## config.mk

```make
export PLATFORM = sky130hd
export DESIGN_NAME = im_byte_loader
export DESIGN_NICKNAME = d
export VERILOG_FILES = /design/src/rtl/im_byte_loader.sv
export SDC_FILE = /design/constraint.sdc
export NUM_CORES = 1
export LEC_CHECK = 0
export CORE_ASPECT_RATIO = 1.25
export CORE_MARGIN = 5
export CORE_UTILIZATION = 41
export CTS_CLUSTER_SIZE = 10
export DETAILED_ROUTE_END_ITERATION = 7
export GPL_TIMING_DRIVEN = 1
export HOLD_SLACK_MARGIN = 0.12
export PLACE_DENSITY = 0.63
export SLEW_MARGIN = 20
export SYNTH_ARGS = -nofsm -noshare
export SYNTH_HDL_FRONTEND = slang
export SYNTH_SLANG_ARGS = --single-unit
export TNS_END_PERCENT = 20
```

## constraint.sdc

```tcl
create_clock -name clk -period 1.9 [get_ports clk]
set_input_delay 0.19 -clock clk [delete_from_list [all_inputs] [get_ports clk]]
set_output_delay 0.19 -clock clk [all_outputs]
set_load 0.02 [all_outputs]
```

## src/rtl/im_byte_loader.sv

```systemverilog
// im_byte_loader: assembles a little-endian byte stream into 32-bit words and writes them to instruction memory while holding the CPU in reset
module im_byte_loader #(
    parameter int ADDR_W = 5
) (
    input  logic              clk,
    input  logic              rst,
    input  logic              start,
    input  logic              finish,
    input  logic              byte_valid,
    input  logic [7:0]        byte_data,
    output logic              byte_ready,
    output logic              im_we,
    output logic [ADDR_W-1:0] im_addr,
    output logic [31:0]       im_wdata,
    output logic              cpu_rst,
    output logic              busy,
    output logic [ADDR_W:0]   word_count,
    output logic              full
);
    typedef enum logic [1:0] {IDLE, COLLECT, WRITE} state_t;
    state_t state_q, state_d;
    logic [1:0] lane_q, lane_d;
    logic [31:0] word_q, word_d, merged;
    logic [31:0] wdata_q, wdata_d;
    logic [ADDR_W-1:0] addr_q, addr_d;
    logic [ADDR_W:0] cnt_q, cnt_d;
    logic fin_q, fin_d, rel_q, rel_d;
    logic ready_q, ready_d, we_q, we_d, cpu_q, cpu_d, busy_q, busy_d, full_q, full_d;
    logic acc, last;
    assign byte_ready = ready_q;
    assign im_we      = we_q;
    assign im_addr    = addr_q;
    assign im_wdata   = wdata_q;
    assign cpu_rst    = cpu_q;
    assign busy       = busy_q;
    assign word_count = cnt_q;
    assign full       = full_q;
    assign acc    = byte_valid & ready_q;
    assign merged = acc ? word_q | ({24'd0, byte_data} << {lane_q, 3'd0}) : word_q;
    // word_count doubles as the write pointer; last means this write fills memory
    assign last   = cnt_q == {1'b0, {ADDR_W{1'b1}}};
    // Next-state and next-output logic; rel_q releases the CPU one cycle after busy falls
    always_comb begin
        state_d = state_q;
        lane_d  = lane_q;
        word_d  = word_q;
        fin_d   = fin_q;
        rel_d   = 1'b0;
        ready_d = ready_q;
        we_d    = 1'b0;
        addr_d  = addr_q;
        wdata_d = wdata_q;
        cpu_d   = rel_q ? 1'b0 : cpu_q;
        busy_d  = busy_q;
        full_d  = full_q;
        cnt_d   = cnt_q;
        case (state_q)
            IDLE: if (start) begin
                state_d = COLLECT;
                lane_d  = 2'd0;
                word_d  = 32'd0;
                fin_d   = 1'b0;
                cnt_d   = '0;
                full_d  = 1'b0;
                busy_d  = 1'b1;
                ready_d = 1'b1;
                cpu_d   = 1'b1;
            end
            COLLECT: begin
                word_d = merged;
                lane_d = lane_q + 2'(acc);
                if ((acc && lane_q == 2'd3) || (finish && (acc || lane_q != 2'd0))) begin
                    state_d = WRITE;
                    ready_d = 1'b0;
                    fin_d   = finish;
                    we_d    = 1'b1;
                    addr_d  = cnt_q[ADDR_W-1:0];
                    wdata_d = merged;
                end else if (finish) begin
                    state_d = IDLE;
                    busy_d  = 1'b0;
                    ready_d = 1'b0;
                    rel_d   = 1'b1;
                end
            end
            WRITE: begin
                cnt_d  = cnt_q + (ADDR_W+1)'(1);
                word_d = 32'd0;
                lane_d = 2'd0;
                if (last || fin_q) begin
                    state_d = IDLE;
                    busy_d  = 1'b0;
                    ready_d = 1'b0;
                    rel_d   = 1'b1;
                    full_d  = last;
                end else begin
                    state_d = COLLECT;
                    ready_d = 1'b1;
                end
            end
            default: state_d = IDLE;
        endcase
    end
    // State and output registers
    always_ff @(posedge clk) begin
        if (rst) begin
            state_q <= IDLE;
            lane_q  <= 2'd0;
            word_q  <= 32'd0;
            fin_q   <= 1'b0;
            rel_q   <= 1'b0;
            ready_q <= 1'b0;
            we_q    <= 1'b0;
            addr_q  <= '0;
            wdata_q <= 32'd0;
            cpu_q   <= 1'b1;
            busy_q  <= 1'b0;
            full_q  <= 1'b0;
            cnt_q   <= '0;
        end else begin
            state_q <= state_d;
            lane_q  <= lane_d;
            word_q  <= word_d;
            fin_q   <= fin_d;
            rel_q   <= rel_d;
            ready_q <= ready_d;
            we_q    <= we_d;
            addr_q  <= addr_d;
            wdata_q <= wdata_d;
            cpu_q   <= cpu_d;
            busy_q  <= busy_d;
            full_q  <= full_d;
            cnt_q   <= cnt_d;
        end
    end
endmodule
```

---- Yosys cells after proc, flatten, opt, wreduce, memory -nomap -nowiden ----
Index checks and enable logic that the tools add are counted.
word-level totals
  register bits ........................... 86
operators by class
  add/subtract/negate cells ............... 2
  eq/ne operators ......................... 10
  shifts and indexed selects .............. 1
  muxes and demuxes ....................... 33
  bitwise logic cells ..................... 3
  reduce and logical (&&, ||, !) cells .... 19
operators by type and width
  operator             number
  $pmux 32 s3          1
  $mux 32              2
  $or 32x32->32        1
  $shl 8x5->32         1
  $mux 1               17
  $pmux 2 s3           2
  $pmux 6 s2           1
  $ne 2x2->1 const B   5
  $reduce_and 3->1     3
  $mux 2               4
  $reduce_and 2->1     4
  $add 6x1->6 const B  1
  $eq 6x5->1 const B   1
  $mux 6               1
  $pmux 1 s2           3
  $pmux 1 s3           2
  $reduce_bool 2->1    3
  $reduce_and 5->1     1
  $eq 2x2->1 const B   2
  $logic_or 1x1->1     3
  $ne 3x3->1 const B   1
  $reduce_bool 3->1    1
  $add 2x1->2          1
  $eq 2x1->1 const B   1
  other kinds (5)      6

---- Logic depth before layout (Yosys ltp) ----
  word-level depth ........................ 6
  gate-level depth with buffers ........... 8
  mapped depth without buffers ............ 6

---- Worst setup path before layout ----
No wires, ideal clock.
  kind .................................... register -> register
  start point ............................. reg state_q[0]
  end point ............................... reg lane_q[1]
  library setup time ...................... 0.117 ns
  arrival time ............................ 1.547 ns
  slack ................................... 0.236 ns
  cell stages (with the launch flop) ...... 7
  path through ............................ dfxtp_1 inv_1 ha_1 nor2b_1 o31ai_1 buf_2 nor2_1
on the way
  longest elaborated chain between the ends .. 3
  elaborated cells on any way between the ends .. 7
RTL lines
  element                                                                  line  text
  start: declaration                                                       21    state_t state_q, state_d;
  start signal: assignment                                                 121   state_q <= state_d;
  $eq 2x2->1, or another cell as far along                                 57    case (state_q)
  $reduce_bool 3->1 (no source line) / $ne 2x2->1 (equally long branches)  -
  $reduce_and 2->1 (no source line)                                        -
  end signal: assignment                                                   122   lane_q <= lane_d;
  end: declaration                                                         22    logic [1:0] lane_q, lane_d;
Parallel ways exist; a longest one is shown, timed or not.
A chain may end at the register's enable or synchronous reset.

---- Final worst setup path ----
  start point ............................. reg state_q[0]
  end point ............................... reg busy_q, in the netlist busy
on the way
  longest elaborated chain between the ends .. 3
  elaborated cells on any way between the ends .. 10
RTL lines
  element                                                                  line  text
  $eq 2x2->1, or another cell as far along                                 57
  $ne 2x2->1 (no source line) / $reduce_bool 3->1 (equally long branches)  -
  $reduce_and 5->1 (no source line)                                        -
  end signal: assignment                                                   131   busy_q <= busy_d;
  end: declaration                                                         28    logic ready_q, ready_d, we_q, we_d, cpu_q, cpu_d, busy_q, busy_d, full_q, full_d;
Parallel ways exist; a longest one is shown, timed or not.

==> summary.md <==
| Metric | Value |
|---|---|
| Kind of critical path | `flop to flop` |
| Worst EP arrival | `2.01 ns` |
| Post-synth top area cell | `dfxtp_1` |
| Worst path max stage delay | `around 0.35 ns` |
| Finished Core Util | `0.531` |
| IO Port Bufs | `60` |
| DR iter-0 viols | `roughly 180` |
| Overall Power | `around 3.4 mW` |
| Htree depth | `3` |
| N_diodes | `0` |
| Clk slew on worst S/H paths | `0.08 ns` |
| Detailed-route vias per instance | `roughly 5.2` |
| Fin nets | `470` |
| Mapped cell area | `between 3000 and 4000 µm²` |
| Top cell type's share of synthesized area | `0.499` |
| EDFF count, synth | `0` |
| Critical Path RT | `about 2.1 ns` |
| Slew Viols, Final | `0` |
| Outcome | `complete, no violations` |
| Vias in the first global route | `2754` |
| Reg2reg setup slack | `0.13 ns` |
| Core area | `~8200 µm²` |
| Die Ht | `roughly 110 µm` |
| Slowest-stage cell, CP | `dfxtp_1` |
| Number of buffers added for setup after CTS | `0` |
| Worst-path fanout max | `9` |
| Synth warnings | `0` |
| # clock sinks | `86` |
| Layout cells sized above 1 | `0.113` |
| Netlist cell types | `42` |
| CTS tree | `yes` |
| Starting density of the core | `0.419` |
| Synthesized area per cell | `slightly below 9 µm²` |
| Clk_lat worst skew | `0.34 ns` |
| RSZ-0062 raised after global routing | `no` |
| Seq/Total Area, Yosys | `0.499` |
| Top post-synthesis cells by area | `dfxtp_1, a21oi_1, nor2_1` |
| Drt drc | `0` |
| Crit path cell chain | `inv_1 > ha_2 > nor2b_1 > o21ai_0 > and4b_1 > o221a_1` |
| Slew HR | `0.663` |
| Dpl hpwl | `5770 µm` |
| Die Area | `between 10000 and 15000 µm²` |
| Clk_skew | `just over 0.006 ns` |
| Gr usage total | `0.162` |
| Post-Route WL | `8090 µm` |
| Final Hold Fails | `0` |
| Min Tclk post-route | `1.77 ns` |
| Sum Neg Setup Slack | `0 ns` |
| Drt first pass iters | `7` |
| Initial antenna violation count | `0` |
| Crit-path leading delay family | `simple AND/OR/NAND/NOR gates` |
| Setup Viol. Count Final | `0` |
| Startpoint Class | `flop` |
| Critical path endpoint category | `flop` |
| Mapped Nets | `407` |
| Cts hold-fix bufs | `0` |
| Top-count cell post-synth | `dfxtp_1` |
| DRT antenna net count | `0` |
| Fin crit share | `0.932` |
| Post-Synthesis Cells | `388` |
| CTS Buffer Depth | `2` |
| Leakage | `1.49 nW` |
| Gr ovfl total | `0` |
| Clock Root Buffer | `clkbuf_8` |
| Routed vias | `just under 3000` |
| Worst-margin pin slew | `0.506 ns` |
| Pwr dens | `779 nW/µm²` |
| F_max | `565 MHz` |
| Pin count of the biggest net entering global routing | `44` |
| Buf/Inv on CP | `1` |
| Max-cap viol count | `0` |
| Routed wire per std cell | `between 10 and 15 µm` |
| Yosys reg bits | `86` |
| Global-route wire length before repair | `13600 µm` |
| Synth cell count leaders | `dfxtp_1, nor2_1, a21oi_1` |
| Horiz. Die Dim | `92.0 µm` |
| P&R area growth vs syn | `26.8%` |
| # rows | `37` |
| Worst Hold Class | `flop to flop` |
| Peak VDD IR | `a little under 0.4 mV` |
| Post-synth top flop | `dfxtp_1` |
| Async S/R FF share, synth | `0` |
| TritonCTS buffer count | `9` |
| Boundary Pins | `61` |
| RePlAce Congestion | `0.870` |
[metal layers]
metal | routed length [µm] | GRT usage | share of wire | vias to the layer above
met2 | 3820 | 0.266 | 0.47 | 78
li1 | - | - | - | 1475
met1 | 3690 | 0.204 | 0.46 | 1322
met3 | 456 | 0.0389 | 0.056 | 11
met5 | 0 | 0 | 0 | -
met4 | 121 | 0.0634 | 0.015 | 0
[layout make-up]
type / instances / area, µm²
fillers: 800 / 3870
inverters: 5 / 18.8
multi-input cells: 264 / 1540
clock inverters: 1 / 7.51
clock buffers: 12 / 155
flip-flops and latches: 86 / 1720
well taps: 97 / 121
repair buffers: 85 / 813
[what timing repair did]
item	4_1_cts	5_1_grt
hold endpoints to repair	0	0
endpoints found under the setup margin	0	18
resized for setup	0	4
[registers in the layout (all words and copies together) (netlist names), 2 cells and up]
register    flops
word_q         32
word_count      6
im_wdata       32
im_addr         5
state_q         2
lane_q          2
[power breakdown]
part           leakage [nW]  internal, mW  switching, mW
registers             0.694          1.84         0.0251
clock network        0.0804         0.526          0.580
logic                 0.720         0.188          0.249
[metrics by stage]
stage	cells	worst slack [ns]	hold WS [ns]	instance area, µm²
floorplan	388	0.236	0.331	3450
detailed placement	537	0.0404	0.455	4200
finish	550	0.129	0.469	4370
CTS	550	0.111	0.475	4360
global route	550	0.0126	0.503	4370
global placement	537	0.0930	0.449	4200
[kinds of logic after synthesis]
group,count (synthesis),share of synthesized area
flops,86,0.499
buf+inv,38,0.0631
compound gates,121,0.209
xor+xnor,4,0.0102
fa+ha+maj,6,0.0218
simple gates,127,0.180
mux,6,0.0174
[cell usage in the layout (no fill, tap or decap), types with 2 or more instances in the layout]
cell,synthesis,routed
o21ai_0,7,7
o21a_1,2,2
clkbuf_8,0,11
nor3_1,4,4
ha_2,0,2
clkdlybuf4s50_1,0,60
nor2_1,80,80
a31oi_1,2,2
xnor2_1,3,3
nor3b_2,3,3
ha_1,6,4
buf_4,4,23
buf_12,0,2
a21oi_1,71,71
mux2i_1,6,5
nand4_1,5,5
inv_1,5,5
nand2_1,8,8
a211oi_1,32,32
and4b_1,3,3
dfxtp_1,86,86
nor2b_1,4,3
nand3_1,4,4
nor3b_1,3,3
nand2b_1,4,4
[path summary, 6_finish.rpt]
path | end | depth (start not counted) | startpoint
worst max register to register | busy$_SDFFE_PP0P_ | 6 | state_q[0]$_SDFFE_PP0P_
worst max-delay path | busy$_SDFFE_PP0P_ | 6 | state_q[0]$_SDFFE_PP0P_
worst min register to register | word_q[5]$_SDFFE_PP0P_ | 2 | word_q[5]$_SDFFE_PP0P_
worst min-delay path | word_q[5]$_SDFFE_PP0P_ | 2 | word_q[5]$_SDFFE_PP0P_
[worst min-delay path: cells and delay by family, from the launching register on]
family           cells  cell delay [ns]
AO/OA/AOI/OAI        1             0.04
AND/OR/NAND/NOR      1             0.07
flip-flops           1             0.33
Note: power is estimated with default switching activity, not from simulation.
